===== src/rtl/step_count_monitor.sv =====
// Receive-side checker for a stepped counter stream: verifies the step between
// accepted samples, flags idle timeouts and requests a stop when THRESHOLD arrives.
module step_count_monitor #(
   parameter int unsigned WIDTH     = 32,
   parameter int unsigned STEP      = 10,
   parameter int unsigned THRESHOLD = 100,
   parameter int unsigned TIMEOUT   = 16
) (
   input  logic             clk,
   input  logic             rst,
   input  logic             enable,
   input  logic             sample_valid,
   input  logic [WIDTH-1:0] sample_value,
   input  logic             stop_ack,
   output logic             stop_req,
   output logic             stop_flag,
   output logic             step_err,
   output logic             timeout_err,
   output logic [15:0]      sample_cnt,
   output logic [2:0]       state
);

   typedef enum logic [2:0] {
      IDLE  = 3'd0,
      ARM   = 3'd1,
      TRACK = 3'd2,
      REQ   = 3'd3,
      DONE  = 3'd4
   } state_t;

   localparam int unsigned      IW       = $clog2(TIMEOUT + 1);
   localparam logic [WIDTH-1:0] THR      = WIDTH'(THRESHOLD);
   localparam logic [WIDTH-1:0] STEP_W   = WIDTH'(STEP);
   localparam logic [IW-1:0]    TO_LIMIT = IW'(TIMEOUT);

   state_t            state_q, state_d;
   logic [WIDTH-1:0]  prev;
   logic [IW-1:0]     idle_cnt;
   logic              accept;
   logic              at_thr;

   // enable=0 in ARM/TRACK takes priority over a sample on the same edge
   assign accept = sample_valid && enable && ((state_q == ARM) || (state_q == TRACK));
   assign at_thr = (sample_value == THR);

   always_comb begin
      state_d = state_q;
      case (state_q)
         IDLE:  if (enable) state_d = ARM;
         ARM, TRACK: begin
            if (!enable)              state_d = IDLE;
            else if (accept && at_thr) state_d = REQ;
            else if (accept)           state_d = TRACK;
         end
         REQ:   if (stop_ack) state_d = DONE;
         DONE:  state_d = DONE;
         default: state_d = IDLE;
      endcase
   end

   always_ff @(posedge clk) begin
      if (rst) begin
         state_q     <= IDLE;
         prev        <= '0;
         idle_cnt    <= '0;
         step_err    <= 1'b0;
         timeout_err <= 1'b0;
         stop_flag   <= 1'b0;
         sample_cnt  <= '0;
      end else begin
         state_q <= state_d;
         if (accept) begin
            prev <= sample_value;
            if (sample_cnt != '1) sample_cnt <= sample_cnt + 16'd1;
            if ((state_q == TRACK) && (sample_value != prev + STEP_W)) step_err <= 1'b1;
            if (at_thr) stop_flag <= 1'b1;
         end
         // idle counter saturates at TIMEOUT; anything other than an idle TRACK cycle clears it
         if ((state_q == TRACK) && enable && !sample_valid) begin
            if (idle_cnt != TO_LIMIT) idle_cnt <= idle_cnt + IW'(1);
            if (idle_cnt == TO_LIMIT - IW'(1)) timeout_err <= 1'b1;
         end else begin
            idle_cnt <= '0;
         end
      end
   end

   assign stop_req = (state_q == REQ);
   assign state    = state_q;

endmodule


===== config.mk =====
export PLATFORM = sky130hd
export DESIGN_NAME = step_count_monitor
export DESIGN_NICKNAME = d
export VERILOG_FILES = /design/src/rtl/step_count_monitor.sv
export SDC_FILE = /design/constraint.sdc
export NUM_CORES = 1
export LEC_CHECK = 0
export ABC_AREA = 1
export CAP_MARGIN = 20
export CORE_MARGIN = 1
export CORE_UTILIZATION = 38
export CTS_BUF_LIST = sky130_fd_sc_hd__clkbuf_8
export DETAILED_ROUTE_END_ITERATION = 16
export PLACE_DENSITY = 0.68
export SYNTH_ARGS = -nofsm -noshare
export SYNTH_HDL_FRONTEND = slang
export SYNTH_SLANG_ARGS = --single-unit

===== constraint.sdc =====
create_clock -name clk -period 2.2 [get_ports clk]
set_clock_uncertainty 0.2 [all_clocks]
set_input_delay 0.22 -clock clk [delete_from_list [all_inputs] [get_ports clk]]
set_output_delay 0.22 -clock clk [all_outputs]
set_load 0.01 [all_outputs]

==> qor.yml <==
htree_levels: 3
seq_area_frac_synth: 0.307
antenna_found_initial: 0
grt_max_degree: 47
rows: 36
async_reset_ff_frac: 0
arrival_ns: 2.18
synth_common_cells: "nand2_1, nor2_1, inv_1, dfxtp_1, nand3_1"
p_comb_frac: 0.152
synth_area_leaders: "dfxtp_1, nand2_1, nor2_1"
place_area_um2: 4720
ys.warnings.count: 0
synth_flop_cell: "dfxtp_1"
hp-class: "flop to flop"
avgSynthCellArea_um2: 6.19
gp_congestion: 0.875
irDropWorstVdd_v: 0.000371
p_clk_frac: 0.439
first_iter_violations: 172
fin_setup_tns_ns: 0
fmax_mhz: 463
cap_viol_max_count: 0
core_um2: 9770
grt_usage: 0.211
tightest_slew_ns: 0.519
port_buffers: 59
synth-seq-cells: 59
synth_nets: 664
critPathKind: "flop to flop"
cts_hold_buffers: 0
antennaDiodeCount: 0
crit_path_start_kind: "flop"
cts_sinks: 59
dp_hpwl_mm: 8.08
dp.cells: 823
hold_path_depth: 2
drc: 0
synth.cell_area_um2: 3850
power_frac_seq: 0.409
initial_core_util: 0.394
critPathRequiredTime_ns: 2.23
p_per_area_nw_per_um2: 555
wl_mm: 10.7
ys_types: 35
insertion_delay_ns: 0.34
rsz0062_at_grt: "true"
synth_top_area_share: 0.307
outcome: "complete, no violations"
yosys.area.top_type: "dfxtp_1"
fin_area_um2: 5110
clockBufferDepth: 2
grt_pass1_vias: 3967
p_int_w: 0.00207
timing.final.crit_share: 0.981
drive_gt1_frac: 0.128
nFillCells: 970
path_clk_slew_ns: 0.08
p_sw_w: 0.000766
chipHeight_um: 103
fin_cells: 846
routedWlPerCell_um: 12.7
die_x_um: 103
die-area_um2: 10500
area_growth_syn_to_layout_pct: 32.8
post-synth-top-count-cell: "nand2_1"
fin_crit_ns: 2.16
p_leak_nw: 1.97
hold_viol: 0
swShare: 0.270
synthCells: 622
synth_edf_count: 0
clockRootBuffer: "clkbuf_8"
first_pass_iters: 4
ant_nets: 0
grt-ovfl-total: 0
relSlewSlack: 0.651
grt_pass1_wl_mm: 17.4
setup_viol: 0
cts_inserted_buffers: 9
critPathMaxFanout: 5
cp-end-kind: "flop"
final_nets: 750
cts_tree: "built"
r2r_cells: 15
num_vias: 4162
io_pins: 60
slew_violations: 0
viasPerCell: 4.92
[layout make-up]
class                           instances  area [um^2]  area share
Clock buffer                            9          124      0.0242
Clock inverter                          7          124      0.0242
Inverter                               88          330      0.0646
Multi-Input combinational cell        463         2370       0.464
Sequential cell                        59         1200       0.234
Tap cell                              133          166      0.0325
Timing Repair Buffer                   87          801       0.157
[power by group through the flow]
stage	clock network [W]	registers (W)	logic, W
4_1_cts	0.00127	0.00115	0.000422
3_3_place_gp	0	0.00118	0.000411
3_5_place_dp	0	0.00118	0.000419
6_report	0.00125	0.00116	0.000431
5_1_grt	0.00132	0.00117	0.000483
2_1_floorplan	0	0.00117	0.000244
[flip-flops by register name (all words and copies together) (netlist names)]
| register | count |
|---|---|
| stop_flag | 1 |
| idle_cnt | 5 |
| step_err | 1 |
| prev | 32 |
| sample_cnt | 16 |
| timeout_err | 1 |
| state | 3 |
[repair_timing]
action | in CTS | in global routing
setup buffers | 0 | 7
resized for setup | 0 | 30
endpoints found under the setup margin | 0 | 7
[cells by family (layout without fill, tap and decap cells)]
logic type,after synthesis,in the layout,share of synthesized area
compound gates,89,89,0.123
xor+xnor,29,29,0.0660
fa+ha+maj,5,5,0.0162
buf+inv,100,191,0.0975
flops,59,59,0.307
simple gates,340,340,0.390
[routing by layer]
layer | wire [um] | up-vias | track usage | part of all wire
met5 | 0 | - | 0 | 0
met4 | 192 | 0 | 0.0703 | 0.018
met3 | 549 | 18 | 0.0508 | 0.051
met2 | 5050 | 106 | 0.364 | 0.47
met1 | 4940 | 1886 | 0.256 | 0.46
li1 | - | 2152 | - | -
[metrics by stage]
step           hold WS [ns]  worst slack, ns  utilization  total power [W]
6_report              0.256           0.0422        0.523          0.00284
5_1_grt               0.282           -0.129        0.523          0.00297
4_1_cts               0.263           0.0149        0.508          0.00285
3_5_place_dp          0.252           0.0171        0.483          0.00160
3_3_place_gp          0.242         -0.00375        0.483          0.00159
2_1_floorplan         0.180            0.257            -          0.00141
[path summary, 6_finish.rpt]
check,startpoint,endpoint,slack [ns]
max,prev[2],step_err,0.04
min,stop_flag,stop_flag,0.26
max reg2reg,prev[2],step_err,0.04
min reg2reg,stop_flag,stop_flag,0.26
[worst max-delay path, cell delays in order (launching register included)]
cell	delay, ns
dfxtp_4	0.37
ha_4	0.15
nor2_4	0.05
nor2_4	0.18
nand3_4	0.15
buf_4	0.17
nor2_1	0.09
nand2_1	0.07
nand2_1	0.07
nand3_1	0.08
nor2_2	0.13
nand3_2	0.09
nor2_2	0.10
nand2_1	0.05
nand2_1	0.06
a21oi_1	0.05
[layout by cell type, fill, tap and decap left out, types with 2 or more instances in the layout]
cell type / netlist / final
nand4_1: 7 / 7
a21o_1: 2 / 2
buf_4: 0 / 28
nor2_1: 88 / 82
bufinv_16: 0 / 3
nor2_4: 4 / 9
o21ai_0: 40 / 39
clkdlybuf4s50_1: 0 / 59
o21bai_1: 4 / 4
clkinv_1: 2 / 2
a21oi_1: 36 / 36
nand2_2: 3 / 5
nand2_1: 155 / 153
nand3_2: 2 / 4
o21ai_1: 3 / 4
clkinv_4: 0 / 2
dfxtp_2: 0 / 6
xnor2_1: 13 / 13
nor4_1: 7 / 7
nand3b_1: 2 / 2
nor2_2: 8 / 9
dfxtp_4: 0 / 2
ha_1: 5 / 4
inv_2: 6 / 6
nor3_1: 15 / 14
nand3_1: 41 / 39
nor3_2: 2 / 2
clkbuf_8: 0 / 9
dfxtp_1: 59 / 51
xor2_1: 16 / 16
inv_1: 80 / 80
Power figures use the tool's default switching activity.
